===== config.mk =====
export PLATFORM = sky130hd
export DESIGN_NAME = sccb_arbiter
export DESIGN_NICKNAME = d
export VERILOG_FILES = /design/src/rtl/sccb_arbiter.sv
export SDC_FILE = /design/constraint.sdc
export NUM_CORES = 1
export LEC_CHECK = 0
export ABC_AREA = 1
export BUFFER_PORTS_ARGS = -buffer_cell sky130_fd_sc_hd__buf_4
export CAP_MARGIN = 40
export CORE_ASPECT_RATIO = 2
export CORE_MARGIN = 2
export CORE_UTILIZATION = 59
export DETAILED_ROUTE_END_ITERATION = 10
export PLACE_DENSITY = 0.91
export RECOVER_POWER = 100
export SLEW_MARGIN = 10
export SYNTH_ARGS = -nofsm -noshare
export SYNTH_HDL_FRONTEND = slang
export SYNTH_SLANG_ARGS = --single-unit
export TNS_END_PERCENT = 5

===== constraint.sdc =====
create_clock -name clk -period 3.76 [get_ports clk]
set_clock_uncertainty 0.05 [all_clocks]
set_input_delay 0.188 -clock clk [delete_from_list [all_inputs] [get_ports clk]]
set_output_delay 0.188 -clock clk [all_outputs]
set_load 0.1 [all_outputs]

===== src/rtl/sccb_arbiter.sv =====
// sccb_arbiter: round-robin sharing of one SCCB write engine between the
// power-up setup sequencer (port 0) and the runtime control port (port 1).
// It issues a one-cycle start pulse, follows the engine's ready handshake,
// acknowledges the owning port, and aborts a hung engine with a watchdog.
//
// state     | meaning
// ----------+-----------------------------------------------------------
// IDLE      | no owner; grant when the engine is ready and a port requests
// WAIT_BUSY | start issued, waiting for the engine to drop ready
// WAIT_DONE | engine busy, waiting for ready to return high
// ACK       | one-cycle ack (and err on timeout) to the owner, then release
module sccb_arbiter #(
    parameter int TIMEOUT_CYCLES = 2000000
) (
    input  logic       clk,
    input  logic       reset,
    input  logic       req0,
    input  logic [7:0] sub_address0,
    input  logic [7:0] set_data0,
    output logic       ack0,
    input  logic       req1,
    input  logic [7:0] sub_address1,
    input  logic [7:0] set_data1,
    output logic       ack1,
    output logic       err,
    output logic       busy,
    output logic [1:0] grant,
    output logic       sccb_start,
    output logic [7:0] sccb_sub_address,
    output logic [7:0] sccb_set_data,
    input  logic       sccb_ready
);

    localparam int CNT_W = $clog2(TIMEOUT_CYCLES) + 1;
    localparam logic [CNT_W-1:0] CNT_LAST = CNT_W'(TIMEOUT_CYCLES - 1);

    typedef enum logic [1:0] {
        IDLE      = 2'd0,
        WAIT_BUSY = 2'd1,
        WAIT_DONE = 2'd2,
        ACK       = 2'd3
    } state_t;

    state_t           state, state_nxt;
    logic [1:0]       grant_nxt;
    logic [7:0]       addr_nxt, data_nxt;
    logic             start_nxt, ack0_nxt, ack1_nxt, err_nxt;
    logic [CNT_W-1:0] cnt, cnt_nxt, cnt_inc;
    logic             last_grant, last_grant_nxt;  // 1: port 1 was served last
    logic             win1;
    logic             timeout_hit;

    assign busy        = (state != IDLE);
    assign cnt_inc     = (cnt == {CNT_W{1'b1}}) ? cnt : cnt + CNT_W'(1);
    assign timeout_hit = (cnt >= CNT_LAST);
    // Port 1 wins when it is the only requester, or on a tie when port 0 went last.
    assign win1        = req1 && (!req0 || !last_grant);

    // State, handshake outputs, latched transaction and round-robin pointer.
    always_ff @(posedge clk or negedge reset) begin
        if (!reset) begin
            state            <= IDLE;
            grant            <= 2'b00;
            sccb_start       <= 1'b0;
            ack0             <= 1'b0;
            ack1             <= 1'b0;
            err              <= 1'b0;
            sccb_sub_address <= 8'h00;
            sccb_set_data    <= 8'h00;
            cnt              <= '0;
            last_grant       <= 1'b1;
        end else begin
            state            <= state_nxt;
            grant            <= grant_nxt;
            sccb_start       <= start_nxt;
            ack0             <= ack0_nxt;
            ack1             <= ack1_nxt;
            err              <= err_nxt;
            sccb_sub_address <= addr_nxt;
            sccb_set_data    <= data_nxt;
            cnt              <= cnt_nxt;
            last_grant       <= last_grant_nxt;
        end
    end

    // Next-state selection, arbitration and watchdog.
    always_comb begin
        state_nxt      = state;
        grant_nxt      = grant;
        addr_nxt       = sccb_sub_address;
        data_nxt       = sccb_set_data;
        start_nxt      = 1'b0;
        ack0_nxt       = 1'b0;
        ack1_nxt       = 1'b0;
        err_nxt        = 1'b0;
        cnt_nxt        = cnt;
        last_grant_nxt = last_grant;

        case (state)
            IDLE: begin
                if (sccb_ready && (req0 || req1)) begin
                    grant_nxt = win1 ? 2'b10 : 2'b01;
                    addr_nxt  = win1 ? sub_address1 : sub_address0;
                    data_nxt  = win1 ? set_data1 : set_data0;
                    start_nxt = 1'b1;
                    cnt_nxt   = '0;
                    state_nxt = WAIT_BUSY;
                end
            end
            WAIT_BUSY: begin
                cnt_nxt = cnt_inc;
                if (!sccb_ready) begin
                    state_nxt = WAIT_DONE;
                end else if (timeout_hit) begin
                    ack0_nxt  = grant[0];
                    ack1_nxt  = grant[1];
                    err_nxt   = 1'b1;
                    state_nxt = ACK;
                end
            end
            WAIT_DONE: begin
                cnt_nxt = cnt_inc;
                if (sccb_ready || timeout_hit) begin
                    ack0_nxt  = grant[0];
                    ack1_nxt  = grant[1];
                    err_nxt   = !sccb_ready;
                    state_nxt = ACK;
                end
            end
            ACK: begin
                last_grant_nxt = grant[1];
                grant_nxt      = 2'b00;
                state_nxt      = IDLE;
            end
            default: begin
                grant_nxt = 2'b00;
                state_nxt = IDLE;
            end
        endcase
    end

endmodule


# Word level (Yosys, flattened, before mapping)
# Cells that the tools add are included.
# totals
mem_bits_rw	0
mem_count	0
regBits	47
latch_bits	0
out_inout_bits	23
rom_bits	0
inputBits	37
elab_cells	64
# op_classes
shift	0
n_reduce_logical	17
bitwise	0
multipliers	0
add_sub_neg	1
n_div	0
eq_ne	8
order_cmp	1
mux	27
# op_table
cell	count
$mux 22	2
$pmux 22 s2	1
$add 22x1->22 const B	1
$eq 22x22->1 const B	1
$ge 22x21->1 const B	1
$mux 8	2
$mux 2	6
$mux 1	11
$pmux 2 s4	1
$ne 2x2->1 const B	3
$pmux 1 s2	3
$reduce_and 3->1	2
$reduce_bool 2->1	3
$eq 2x2->1 const B	2
$pmux 2 s2	1
$reduce_and 2->1	2
$logic_not 1->1	3
$logic_or 1x1->1	3
$ne 3x3->1 const B	1
$eq 2x1->1 const B	1
$logic_and 1x1->1	2
$logic_not 2->1	1
$reduce_or 2->1	1

# Logic depth before layout (Yosys ltp)
# depth
depth_word	6
mapped_depth	10
ltp_nobuf	9

# Worst setup path after synthesis
# OpenSTA, ideal clock, no wires.
# synth_path
path_kind	reg-to-reg
start	register state[0]
end	register sccb_set_data[4]
path_slack_ns	1.593
required_ns	3.640
path_stages_with_launch	9
synth_period_minus_slack_ns	2.167
setup_time_ns	0.070
t_arrival_ns	2.047
path_buffers	1
path_cell_list	dfrtp_1 > inv_1 > ha_1 > inv_1 > nor2_2 > inv_1 > buf_2 > nand2_1 > nand3_1
# synth_between
elab_chain_len	2
# synth_rtl
item	line_no	text
start: declaration	44	state_t state, state_nxt;
start signal: assignment	73	state <= state_nxt;
$logic_not 2->1	99	case (state)
$reduce_and 2->1 (no line)	-	
end signal: assignment	80	sccb_set_data <= data_nxt;
end: declaration	30	output logic [7:0] sccb_set_data,
# Every way passes these cells.
# A chain may end at the register's enable or synchronous reset.

==> results.txt <==
The run finished, with violations left. The final reports fail on max-capacitance violations, max-slew violations. The max-cap check violation count came out at 1.

For this run, the register share of the synthesized area comes to 0.413. The number of antenna diodes came out at 0. In the global route stage, overall resource usage came out at 0.318. The cell area after layout came out at about 3300 um2. The post-CTS setup buffer count is 0. The area fraction in compound gates after synthesis is 0.0650.

Of the total power, registers draw 0.273. The number of CTS-inserted buffers is 5. In this run the number of H-tree levels came out at 2. The dominant combinational cell family by area after synthesis is simple AND/OR/NAND/NOR gates. The chip height is 102 um.

The filler cell count is slightly above 400. The number of detailed-routing iterations run before antenna repair came out at 4. The initial detailed-routing violation count is 94. The total half-perimeter wirelength after legalization and detailed placement came out at around 5700 um. The flip-flop and latch area is around 1200 um2.

The setup slack after layout is around 1100 ps. The net switching power figure is roughly 1.5 mW. At the worst endpoint, the arrival time is ~2500 ps. The signal on the critical path passes through dlygate4sd3_1 > clkbuf_1. In this run the power density over the cells is 780 nW/um2. The hold violation count in the final report was 0.

Using the TritonRoute via totals, the vias-per-cell ratio works out to 5.80. The portion of the clock cycle consumed by the worst path in the final layout came out at 0.698. The area of the core region is 4640 um2. The final layout contains routed wiring with a total length of 7740 um. Summed over all failing endpoints, the final setup total negative slack is 0 ps. The critical path is of the primary input to asynchronous set/reset pin type. The clock transition at the registers of the reported paths is around 80 ps. The clock latency at the later pin of the worst-skew pair is about 300 ps. The classification of the worst-slack hold path is primary input to register. The maximum clock path buffer count is 2. The total area of multi-input combinational cells is 1460 um2. Setup repair after global routing left no endpoint under its margin. The leftover overflow at the end of global routing came out at 0. The portion of total power attributed to combinational logic came out at 0.559. The via count of the first global-routing pass is ~3,000.

The layout cell share with drive strength beyond 1 came out at 0.114. The number of antenna violations at the first check in global routing is 0. The clock period minus final worst setup slack is 2630 ps. The routed length per instance is around 15 um.

The number of input and output port buffers inserted is 59. The initial utilization of the core area, before any placement, comes to 0.613. In this run, post-CTS repair resized a total of 0 instances. The worst-case setup slack after placement is roughly 1200 ps. The maximum number of pins on one net before global-route repair is 48. Timing would allow up to ~0.38 GHz. The die covers around 5400 um2. The post-route DRC violation count came out at 0. The mean area per synthesized cell came out at 7.26 um2. Setup violations remaining at the end of the flow were counted as 0. The critical path endpoint category is an asynchronous set/reset pin. The die boundary width is ~53 um. Counting both buffers and inverters, the worst setup path holds a total of 2. Synthesis inferred 47 register bits. The number of top-level pins came out at 60. The number of warning messages in the yosys log came out at 0. The worst-case hold slack came out at 85.9 ps. The global placer's final weighted congestion is around 0.9.

The number of sinks driven by the clock tree came out at 47. After synthesis the cells add up to between 2000 and 3000 um2. The number of placed instances, taps included came out at just under 500. The simple-gate portion of the synthesized area came out at 0.406. For this run, the slowest stage of the critical path takes 1750 ps. For this run, the post-layout net count is around 490. The first global-routing pass estimated approximately 13,000 um of wire. In this run the worst path has a maximum fanout of between 40 and 50. The worst setup path is launched from a primary input.

The portion of total power attributed to the clock network came out at 0.167. The tree is rooted in a sky130_fd_sc_hd__clkbuf_8. The count of final max-slew check failures is 48. The number of different library cells used by synthesis comes to 30.

The pin slew with the least headroom to its limit is approximately 2500 ps. The placed instances occupy a cell area of 3280 um2. The detailed-route via count is ~2,900. The analysis attributes to cell leakage a power of between 1.5 and 2 nW. The count of nets left with antenna violations once routing finished came out at 0.

The utilization after layout is 0.716. The parity-gate share of the synthesized area counting xor and xnor cells is 0.0185. Internal power comes to ~1.1 mW. The share of cell area taken by muxes after synthesis is 0. The fraction of the mapped netlist area in adder cells is 0.0264.

The slowest cell on the critical path is sky130_fd_sc_hd__clkbuf_1. The cell count after synthesis came out at between 300 and 400. The cell family contributing the most delay on the critical path is buffers and inverters.

The quantity of hold-fixing buffers added after cts is 1. The synthesized netlist net count came out at roughly 440. Headroom to the max-slew limit came out at -0.644. The completed layout was analyzed and its total power is between 2 and 3 mW. The maximum vdd drop came out at 703 uV. The final non-filler cell total came out at 502.

Compared with the post-synthesis result, the final layout area differs by 16.7%. At the worst endpoint, the required time is around 3600 ps. The switching power as a share of total power is 0.569. TritonCTS built the clock tree.

The count of standard-cell rows is 35.
[worst paths after layout]
check | startpoint | endpoint | slack (ps) | cells after the start
min in group asynchronous | reset | sccb_sub_address[4] | 1130 | 2
setup / recovery | reset | state[0] | 1130 | 2
hold / removal | set_data0[0] | sccb_set_data[0] | 90 | 3
max in group clk | state[0] | cnt[5] | 1180 | 8
setup reg to reg | state[0] | cnt[5] | 1180 | 8
hold reg to reg | last_grant | last_grant | 450 | 2
[area by class of cell]
| class | count | share of cell area |
|---|---|---|
| Multi-Input combinational cell | 301 | 0.440 |
| Sequential cell | 47 | 0.354 |
| Timing Repair Buffer | 61 | 0.111 |
| Inverter | 30 | 0.0339 |
| Clock buffer | 6 | 0.0218 |
| Tap cell | 55 | 0.0207 |
| Clock inverter | 2 | 0.0181 |
[registers in the layout (all words and copies together), names as in the netlist]
| register | flops |
|---|---|
| sccb_set_data | 8 |
| grant | 2 |
| sccb_sub_address | 8 |
| err | 1 |
| last_grant | 1 |
| cnt | 22 |
| state | 2 |
| sccb_start | 1 |
| ack1 | 1 |
| ack0 | 1 |
[per-layer routing]
layer / wire [um] / vias to the layer above / track usage
li1: - / 1403 / -
met1: 2700 / 1345 / 0.299
met2: 4240 / 125 / 0.588
met3: 351 / 37 / 0.0556
met4: 445 / 0 / 0.217
met5: 0 / - / 0
[cells in the mapped netlist]
cell type,number,share of area
sky130_fd_sc_hd__nand2_1,117,0.15
sky130_fd_sc_hd__nand3_1,59,0.10
sky130_fd_sc_hd__dfrtp_1,46,0.40
sky130_fd_sc_hd__nor2_1,43,0.057
sky130_fd_sc_hd__inv_1,29,0.038
sky130_fd_sc_hd__nand4_1,25,0.055
sky130_fd_sc_hd__o21ai_1,17,0.030
sky130_fd_sc_hd__o21ai_0,8,0.014
sky130_fd_sc_hd__clkbuf_1,6,0.0079
sky130_fd_sc_hd__ha_1,6,0.026
sky130_fd_sc_hd__a21oi_1,4,0.0070
sky130_fd_sc_hd__buf_6,4,0.016
sky130_fd_sc_hd__xor2_1,4,0.012
sky130_fd_sc_hd__buf_2,3,0.0053
sky130_fd_sc_hd__o21bai_1,3,0.0079
sky130_fd_sc_hd__nand2_4,2,0.0079
sky130_fd_sc_hd__nor3_1,2,0.0035
sky130_fd_sc_hd__xnor2_1,2,0.0062
sky130_fd_sc_hd__a211o_1,1,0.0031
sky130_fd_sc_hd__a31o_2,1,0.0031
sky130_fd_sc_hd__and2_1,1,0.0022
sky130_fd_sc_hd__buf_4,1,0.0026
sky130_fd_sc_hd__dfstp_2,1,0.0092
sky130_fd_sc_hd__inv_2,1,0.0013
sky130_fd_sc_hd__nand2_2,1,0.0022
sky130_fd_sc_hd__nand4_2,1,0.0044
sky130_fd_sc_hd__nor2_2,1,0.0022
sky130_fd_sc_hd__nor2_4,1,0.0040
sky130_fd_sc_hd__nor2_8,1,0.0070
sky130_fd_sc_hd__nor3b_1,1,0.0026
[cell families after synthesis]
group | Yosys count
fa+ha+maj | 6
buf+inv | 44
flops | 47
compound gates | 34
simple gates | 255
xor+xnor | 6
[layout by cell type (no fill, tap or decap), types with 2 or more instances in the layout]
cell / count
sky130_fd_sc_hd__a21oi_1: 4
sky130_fd_sc_hd__buf_4: 36
sky130_fd_sc_hd__bufinv_16: 2
sky130_fd_sc_hd__clkbuf_1: 25
sky130_fd_sc_hd__clkbuf_8: 5
sky130_fd_sc_hd__dfrtp_1: 46
sky130_fd_sc_hd__ha_1: 6
sky130_fd_sc_hd__inv_1: 30
sky130_fd_sc_hd__nand2_1: 118
sky130_fd_sc_hd__nand3_1: 59
sky130_fd_sc_hd__nand4_1: 25
sky130_fd_sc_hd__nor2_1: 43
sky130_fd_sc_hd__nor3_1: 2
sky130_fd_sc_hd__o21ai_0: 24
sky130_fd_sc_hd__o21bai_1: 3
sky130_fd_sc_hd__xnor2_1: 2
sky130_fd_sc_hd__xor2_1: 4
[power groups by stage]
| stage | Combinational [mW] | Sequential (mW) | Clock, mW |
|---|---|---|---|
| after global routing | 1.55 | 0.720 | 0.457 |
| after floorplan | 0.633 | 1.37 | 0 |
| after global placement | 1.51 | 0.712 | 0 |
| final | 1.45 | 0.708 | 0.433 |
| after detailed placement | 1.54 | 0.718 | 0 |
| after CTS | 1.55 | 0.708 | 0.439 |
Note: power is estimated with default switching activity, not from simulation.
